[src/rtl/alu_arbiter.sv]
// Two-requester round-robin front end for a shared single-cycle ALU.
// One operation in flight at a time: IDLE accepts, EXEC drives the ALU, RESP holds the answer.
module alu_arbiter #(
    parameter int N = 32
) (
    input  logic         clk,
    input  logic         rst_n,

    input  logic         req0_valid,
    output logic         req0_ready,
    input  logic [3:0]   req0_ctrl,
    input  logic [N-1:0] req0_a,
    input  logic [N-1:0] req0_b,

    input  logic         req1_valid,
    output logic         req1_ready,
    input  logic [3:0]   req1_ctrl,
    input  logic [N-1:0] req1_a,
    input  logic [N-1:0] req1_b,

    output logic [3:0]   alu_ctrl,
    output logic [N-1:0] alu_i0,
    output logic [N-1:0] alu_i1,
    input  logic [N:0]   alu_result,
    input  logic         alu_carry,
    input  logic         alu_overflow,
    input  logic         alu_zero,
    input  logic         alu_negative,

    output logic         rsp_valid,
    input  logic         rsp_ready,
    output logic         rsp_id,
    output logic [N:0]   rsp_result,
    output logic [3:0]   rsp_flags,
    output logic         rsp_err
);

    typedef enum logic [1:0] {
        IDLE = 2'd0,
        EXEC = 2'd1,
        RESP = 2'd2
    } state_t;

    state_t         state_q, state_d;
    logic           last_grant_q, last_grant_d;
    logic [3:0]     alu_ctrl_q, alu_ctrl_d;
    logic [N-1:0]   alu_i0_q, alu_i0_d;
    logic [N-1:0]   alu_i1_q, alu_i1_d;
    logic           rsp_id_q, rsp_id_d;
    logic [N:0]     rsp_result_q, rsp_result_d;
    logic [3:0]     rsp_flags_q, rsp_flags_d;
    logic           rsp_err_q, rsp_err_d;

    logic           grant_vld;
    logic           grant_id;
    logic [3:0]     sel_ctrl;
    logic [N-1:0]   sel_a;
    logic [N-1:0]   sel_b;
    logic           sel_legal;
    logic           accept;

    // Contention goes to whichever requester did not win last time.
    always_comb begin
        grant_vld = req0_valid | req1_valid;
        grant_id  = (req0_valid && req1_valid) ? ~last_grant_q : req1_valid;
        sel_ctrl  = grant_id ? req1_ctrl : req0_ctrl;
        sel_a     = grant_id ? req1_a    : req0_a;
        sel_b     = grant_id ? req1_b    : req0_b;
        sel_legal = (sel_ctrl <= 4'd12);
        accept    = (state_q == IDLE) && grant_vld;
    end

    always_ff @(posedge clk or negedge rst_n) begin
        if (!rst_n) begin
            state_q <= IDLE;
        end else begin
            state_q <= state_d;
        end
    end

    always_comb begin
        state_d = state_q;
        case (state_q)
            IDLE: begin
                if (accept) begin
                    state_d = sel_legal ? EXEC : RESP;
                end
            end
            EXEC:    state_d = RESP;
            RESP: begin
                if (rsp_ready) begin
                    state_d = IDLE;
                end
            end
            default: state_d = IDLE;
        endcase
    end

    always_comb begin
        req0_ready = (state_q == IDLE) && grant_vld && !grant_id;
        req1_ready = (state_q == IDLE) && grant_vld &&  grant_id;
        rsp_valid  = (state_q == RESP);
    end

    // Illegal opcodes never reach the shared ALU inputs, so those stay untouched.
    always_comb begin
        last_grant_d = last_grant_q;
        alu_ctrl_d   = alu_ctrl_q;
        alu_i0_d     = alu_i0_q;
        alu_i1_d     = alu_i1_q;
        rsp_id_d     = rsp_id_q;
        rsp_result_d = rsp_result_q;
        rsp_flags_d  = rsp_flags_q;
        rsp_err_d    = rsp_err_q;
        if (accept) begin
            last_grant_d = grant_id;
            rsp_id_d     = grant_id;
            if (sel_legal) begin
                alu_ctrl_d = sel_ctrl;
                alu_i0_d   = sel_a;
                alu_i1_d   = sel_b;
            end else begin
                rsp_result_d = '0;
                rsp_flags_d  = 4'b0000;
                rsp_err_d    = 1'b1;
            end
        end else if (state_q == EXEC) begin
            rsp_result_d = alu_result;
            rsp_flags_d  = {alu_overflow, alu_carry, alu_zero, alu_negative};
            rsp_err_d    = 1'b0;
        end
    end

    always_ff @(posedge clk or negedge rst_n) begin
        if (!rst_n) begin
            last_grant_q <= 1'b1;
            alu_ctrl_q   <= 4'd0;
            alu_i0_q     <= '0;
            alu_i1_q     <= '0;
            rsp_id_q     <= 1'b0;
            rsp_result_q <= '0;
            rsp_flags_q  <= 4'b0000;
            rsp_err_q    <= 1'b0;
        end else begin
            last_grant_q <= last_grant_d;
            alu_ctrl_q   <= alu_ctrl_d;
            alu_i0_q     <= alu_i0_d;
            alu_i1_q     <= alu_i1_d;
            rsp_id_q     <= rsp_id_d;
            rsp_result_q <= rsp_result_d;
            rsp_flags_q  <= rsp_flags_d;
            rsp_err_q    <= rsp_err_d;
        end
    end

    assign alu_ctrl   = alu_ctrl_q;
    assign alu_i0     = alu_i0_q;
    assign alu_i1     = alu_i1_q;
    assign rsp_id     = rsp_id_q;
    assign rsp_result = rsp_result_q;
    assign rsp_flags  = rsp_flags_q;
    assign rsp_err    = rsp_err_q;

endmodule

[config.mk]
export PLATFORM = sky130hd
export DESIGN_NAME = alu_arbiter
export DESIGN_NICKNAME = d
export VERILOG_FILES = /design/src/rtl/alu_arbiter.sv
export SDC_FILE = /design/constraint.sdc
export NUM_CORES = 1
export LEC_CHECK = 0
export BUFFER_PORTS_ARGS = -buffer_cell sky130_fd_sc_hd__buf_2
export CAP_MARGIN = 20
export CORE_MARGIN = 5
export CORE_UTILIZATION = 47
export DETAILED_ROUTE_END_ITERATION = 6
export PLACE_DENSITY = 0.85
export SLEW_MARGIN = 10
export SYNTH_ARGS = -nofsm -noshare
export SYNTH_HDL_FRONTEND = slang
export SYNTH_SLANG_ARGS = --single-unit
[constraint.sdc]
create_clock -name clk -period 5.4 [get_ports clk]
set_input_delay 0.81 -clock clk [delete_from_list [all_inputs] [get_ports clk]]
set_output_delay 0.81 -clock clk [all_outputs]
set_load 0.005 [all_outputs]
==> results.md, run 1 <==
* Outcome: complete, no violations
* Worst min path class: input pin to asynchronous set/reset pin
* Met2 WL at between 7000 and 8000 um
* Most used cell along the critical path: buf_2
* Number of flops mapped to enable cells by yosys at 0
* Max-slew violations at 0
* Share of cells above drive strength 1 at 51.07%
* Initial antenna violation count at 0
* Routed WL per cell at 15.72 um
* Routability congestion estimate at 0.8704
* Area share of the largest cell type after synthesis at 55.25%
* H-tree depth at 3
* Total die area at 12650 um2
* Sequential area share after synthesis at a little under three fifths
* CTS tree: yes
* Num Clock Sinks at between 100 and 150
* Area of the core at 10280 um2
* FP Rows at 37
* Final Core Density at 64.68%
* Dpl cell area at 6467 um2
* WP data arrival at 1.99 ns
* Fin nets at 924
* Grt ovf at 0
* Metal-1 WL at 5174 um
* Placed cells at 871
* Yosys warns at 0
* Combinational family with the most area after synthesis: simple AND/OR/NAND/NOR gates
* Compound-gate portion of the synthesized area at under 10%
* Primary FF master, synth: dfrtp_1
* Max Cap Violations at 0
* Ys async rst share at between 90% and 100%
* Setup violations, final at 0
* Final hold vios at 0
* DRC viols at 0
* Cell Area, Synth at 4937 um2
* Final worst path period need at 2.803 ns
* Crit-path max cell delay at about 0.53 ns
* Setup Slack @ Placement at 2.500 ns
* Simple-gate area share of the yosys netlist at 16.52%
* Syn nets at 650
* Finished Cell Area at 6648 um2
* Fmax achieved at between 0.3 and 0.4 GHz
* Flops & latches, synth at 110
* Final worst setup slack at 2.597 ns
* Final Cycle Share at 51.91%
* Top cells by area, synth: dfrtp_1, nand2_1, mux2_2, a22o_1, mux2_4
* Post-CTS sizing at 0
* P_leak at 3.786 nW
* CP max FO at 70
* Vias in the first global route at 4691
* GRT Total Usage at 21.41%
* Initial Util at approximately 48%
* Postcts setup bufs at 0
* Vias at ~4500
* Metal3 WL at around 1200 um
* CP Cell Sequence: buf_2, a21bo_2, buf_4, nor2_1, buf_2
* VDD IR max at 288.0 uV
* Cell with the most instances after synthesis: nand2_1
* Mean Syn Cell Area at approximately 10 um2
* RSZ-0062 raised after global routing: no
* Vias per inst at 5.026
* Slowest CP cell: buf_4
* Startpoint Class: input pin
* Critical path class: input pin to output port
* Starting DRT DRC Count at about 220
* Clk_skew at 0.01388 ns
* Post-Layout Cell Count at 886
* Hold_buf cts at 0
* Largest net degree at the start of global routing at between 70 and 80
* Synth cell types at 26
* Die W at around 110 um
* IO Count at 288
* Synth-to-layout area growth at 34.64%
* Cell accounting for the most synthesized area: dfrtp_1
* Port Buffers at between 200 and 300
* Area share of xor/xnor cells in the synthesized design at 0%
* Ant diodes at 0
* Die Y at 112.5 um
* Power Density at 505.4 nW/um2
* Crit path required time at 4.59 ns
* Worst-path clk slew at 0.11 ns
* Routed WL at 13930 um
* Commonest cells post-synth: nand2_1, dfrtp_1, mux2_2
* Clock Latency Late Sink at between 0.3 and 0.4 ns
* Drt first pass iters at 4
* Root buffer cell: clkbuf_8
* Final ANT Viol Nets at 0
* Mux cell area share after synthesis at 16.32%
* Rel. slew slack at 48.86%
* First-pass GRT wire length at ~22000 um
* CTS Buffer Depth at 2
* Fillers at 850
* CP Capture Type: output port
* Worst-margin pin slew at around 0.77 ns
* Post-synthesis adder-cell area fraction at 0%
* Top Metal Used: met4
* Post-Synthesis Cells at 472
* TritonCTS Buffers at 9
* Setup_tns at 0 ns
* Detailed placement HPWL at 10820 um
==> sequential cells by signal, indices dropped and copies added (netlist names) <==
register,cells
alu_ctrl,4
alu_i0,32
alu_i1,32
last_grant_q,1
rsp_err,1
rsp_flags,4
rsp_id,1
rsp_result,33
state_q,2
==> per-layer routing <==
layer  GRT usage (%)  vias to the layer above
li1                -                     2106
met1           24.38                     2079
met2           37.90                      225
met3           5.499                       43
met4           9.375                        0
met5               0                        -
==> cell usage in the layout, fill, tap and decap left out, drive strengths merged <==
| cell type | synthesis | routed |
|---|---|---|
| a21bo | 1 | 1 |
| a21boi | 1 | 1 |
| a21o | 2 | 2 |
| a22o | 37 | 37 |
| a31oi | 1 | 1 |
| buf | 14 | 293 |
| clkbuf | 16 | 10 |
| clkinv | 0 | 3 |
| dfrtp | 109 | 109 |
| dfstp | 1 | 1 |
| inv | 2 | 4 |
| mux2 | 67 | 67 |
| mux2i | 1 | 1 |
| nand2 | 202 | 202 |
| nand2b | 1 | 1 |
| nor2 | 8 | 8 |
| nor2b | 2 | 2 |
| o211ai | 2 | 2 |
| o21ai | 1 | 1 |
| o21bai | 1 | 1 |
| o22a | 1 | 1 |
| o32ai | 1 | 1 |
| or2 | 1 | 1 |
==> critical path, delay by kind of cell <==
kind / cells / cell delay (ns)
buffers and inverters: 3 / 0.81
AOI/OAI and AO/OA: 1 / 0.21
and+or+nand+nor: 1 / 0.14
==> worst paths after layout <==
kind / startpoint / endpoint / slack (ns) / cells after the start
max: req1_valid / req1_ready / 2.60 / 5
min: rst_n / rsp_result[29] / 0.46 / 1
max reg2reg: state_q[1] / alu_i1[28] / 2.96 / 5
min reg2reg: rsp_result[31] / rsp_result[31] / 0.50 / 1
max in group asynchronous: rst_n / rsp_result[15] / 3.73 / 2
min in group clk: rsp_result[31] / rsp_result[31] / 0.50 / 1
==> power breakdown <==
part | leakage [nW] | internal, W | switching (W) | total (W)
Combinational | 2.34 | 0.000800 | 0.000663 | 0.00146
Clock | 0.0946 | 0.000184 | 0.000271 | 0.000455
Sequential | 1.35 | 0.00122 | 0.000219 | 0.00144
==> per-stage QoR <==
step / total power (W) / hold WS, ns
final: 0.003360 / 0.4590
after global routing: 0.003599 / 0.4974
after CTS: 0.003408 / 0.4685
after detailed placement: 0.002943 / 0.4779
after global placement: 0.002866 / 0.4776
after floorplan: 0.002266 / 0.4741
==> cell type report <==
type | instances | area, um2 | share of cell area (%)
Sequential cell | 110 | 2754 | 41.43
Multi-Input combinational cell | 330 | 2052 | 30.87
Tap cell | 136 | 170.2 | 2.560
Timing Repair Buffer | 293 | 1484 | 22.32
Clock inverter | 5 | 42.54 | 0.6399
Inverter | 2 | 7.507 | 0.1129
Clock buffer | 10 | 137.6 | 2.070
==> kinds of logic after synthesis <==
kind of cell           Yosys count
and+or+nand+nor                214
AOI/OAI and AO/OA               48
DFF                            110
buffers and inverters           32
muxes                           68
(Power assumes the default switching activity.)
==> run 2: changes to the inputs <==
Settings changed: CORE_UTILIZATION 47 to 44, PLACE_DENSITY 0.85 to 0.81.
Clock period 5.4 ns to 2.8 ns, I/O delays scaled along.
==> results.md, run 2 (synthesis gave the netlist of run 1 again) <==
* Outcome: complete, no violations (unchanged)
* Final worst path period need at 1.969 ns
* Total die area at 13440 um2 (was 12650 um2)
* Vias per inst at 4.885 (was 5.026)
* Fin nets at 925 (was 924)
* Critical path class: flop to flop (was input pin to output port)
* Worst-margin pin slew at 0.7410 ns (was 0.7670 ns)
* Share of cells above drive strength 1 at 51.06% (was 51.07%)
* Die W at 115.9 um (was 112.5 um)
* Startpoint Class: flop (was input pin)
* Smallest hold slack at 0.1349 ns (was 0.4590 ns)
* Max Cap Violations at 0 (unchanged)
* CP Capture Type: flop (was output port)
* Clock Latency Late Sink at 0.34 ns (was 0.35 ns)
* Placed cells at 876 (was 871)
* Power Density at 1011 nW/um2 (was 505.4 nW/um2)
* Routability congestion estimate at 0.8374 (was 0.8704)
* Final Core Density at 62.15% (was 64.68%)
* Hold_buf cts at 0 (unchanged)
* P_leak at 3.839 nW (was 3.786 nW)
* Rel. slew slack at 50.60% (was 48.86%)
* Area of the multi-input gates at 2052 um2 (unchanged)
* TritonCTS Buffers at 9 (unchanged)
* Starting DRT DRC Count at 205 (was 216)
* Drt first pass iters at 4 (unchanged)
* Postcts setup bufs at 0 (unchanged)
* Max-slew violations at 0 (unchanged)
* Final Cycle Share at between 70% and 80%
* RSZ-0062 raised after global routing: no (unchanged)
* Reg area at 2754 um2 (unchanged)
* CTS tree: yes (unchanged)
* DRC viols at 0 (unchanged)
* Routed WL per cell at 15.74 um (was 15.72 um)
* H-tree depth at 3 (unchanged)
* Num Clock Sinks at 110 (unchanged)
* Final ANT Viol Nets at 0 (unchanged)
* Initial antenna violation count at 0 (unchanged)
* Final hold vios at 0 (unchanged)
* CTS Buffer Depth at 2 (unchanged)
* Fillers at 907 (was 850)
* Area of the core at 10940 um2 (was 10280 um2)
* Initial Util at 45.15% (was 48.04%)
* Max FFs per register at 33 (unchanged)
* Dpl cell area at 6505 um2 (was 6467 um2)
* Vias at 4357 (was 4453)
* Die Y at 115.9 um (was 112.5 um)
* Vias in the first global route at 4420 (was 4691)
* Root buffer cell: clkbuf_16 (was clkbuf_8)
* Routed WL at 14040 um (was 13930 um)
* WP data arrival at 2.20 ns (was 1.99 ns)
* Most frequent cells in the layout: buf_2, nand2_1, dfrtp_1, mux2_2, a22o_1 (unchanged)
* FP Rows at 38 (was 37)
* Commonest non-fill, non-tap cell in the layout: buf_2 (unchanged)
* Crit path required time at 3.03 ns (was 4.59 ns)
* Worst-path clk slew at 0.07 ns (was 0.11 ns)
* Port Buffers at 287 (unchanged)
* IO Count at 288 (unchanged)
* Detailed placement HPWL at 10810 um (was 10820 um)
* First-pass GRT wire length at 21340 um (was 22200 um)
* Clk_skew at 0.006077 ns (was 0.01388 ns)
* Fmax achieved at between 0.5 and 0.6 GHz
* Post-CTS sizing at 0 (unchanged)
* Ant diodes at 0 (unchanged)
* Setup violations, final at 0 (unchanged)
* Finished Cell Area at 6797 um2 (was 6648 um2)
* Grt ovf at 0 (unchanged)
* CP max FO at 52 (was 70)
* GRT Total Usage at 20.15% (was 21.41%)
* Worst min path class: input pin to asynchronous set/reset pin (unchanged)
* Post-Layout Cell Count at 892 (was 886)
* Synth-to-layout area growth at 37.66% (was 34.64%)
* VDD IR max at 470.0 uV (was 288.0 uV)
* Setup_tns at 0 ns (unchanged)
* Largest net degree at the start of global routing at 61 (was 71)
## run 2: cell count changes in the layout (fill, tap and decap cells not counted), sizes merged
cell | previous run | this run
buf | 293 | 294
clkinv | 3 | 2
bufinv | 0 | 1
clkinvlp | 0 | 3
inv | 4 | 2
## run 2: power breakdown
part           leakage [nW]  switching (W)  total [W]  internal, W
sequential             1.35       0.000432    0.00280      0.00236
clock                 0.134       0.000570    0.00126     0.000691
combinational          2.36        0.00125    0.00281      0.00156
## run 2: critical path, cell delays in order (launching register included)
cell     delay (ns)
dfstp_2        0.58
a21bo_2        0.30
mux2i_2        0.13
nor2_4         0.13
buf_12         0.27
mux2_2         0.38
## run 2: cell type report
| type | count | share of cell area, % |
|---|---|---|
| Sequential cell | 110 | 40.52 |
| Tap cell | 140 | 2.577 |
| Clock inverter | 6 | 0.9205 |
| Clock buffer | 10 | 3.369 |
| Timing Repair Buffer | 294 | 22.31 |
| Multi-Input combinational cell | 330 | 30.19 |
| Inverter | 2 | 0.1105 |
## run 2: through the flow
step	setup WS, ns	power [W]
after CTS	0.8368	0.006952
after detailed placement	0.8077	0.005677
after global placement	0.8348	0.005542
final	0.8308	0.006869
after global routing	0.7251	0.007329
after floorplan	1.005	0.004371
## run 2: layer usage
layer	routed length (um)	part of all wire, %	vias to the layer above	GRT usage, %
met5	0	0	-	0
met3	1211	8.6	22	4.804
met2	7266	52	183	35.83
met1	5294	38	2037	23.81
met4	268	1.9	0	7.115
li1	-	-	2115	-
## run 2: worst paths after layout
path                               from         end  slack (ns)  depth (start not counted)
max                        last_grant_q   alu_i0[7]        0.83                          5
min                               rst_n   alu_i0[4]        0.13                          1
max reg2reg                last_grant_q   alu_i0[7]        0.83                          5
min reg2reg                      rsp_id      rsp_id        0.49                          1
max in group asynchronous         rst_n  alu_i0[28]        1.89                          2
min in group clk              rsp_ready  state_q[1]        0.29                          2
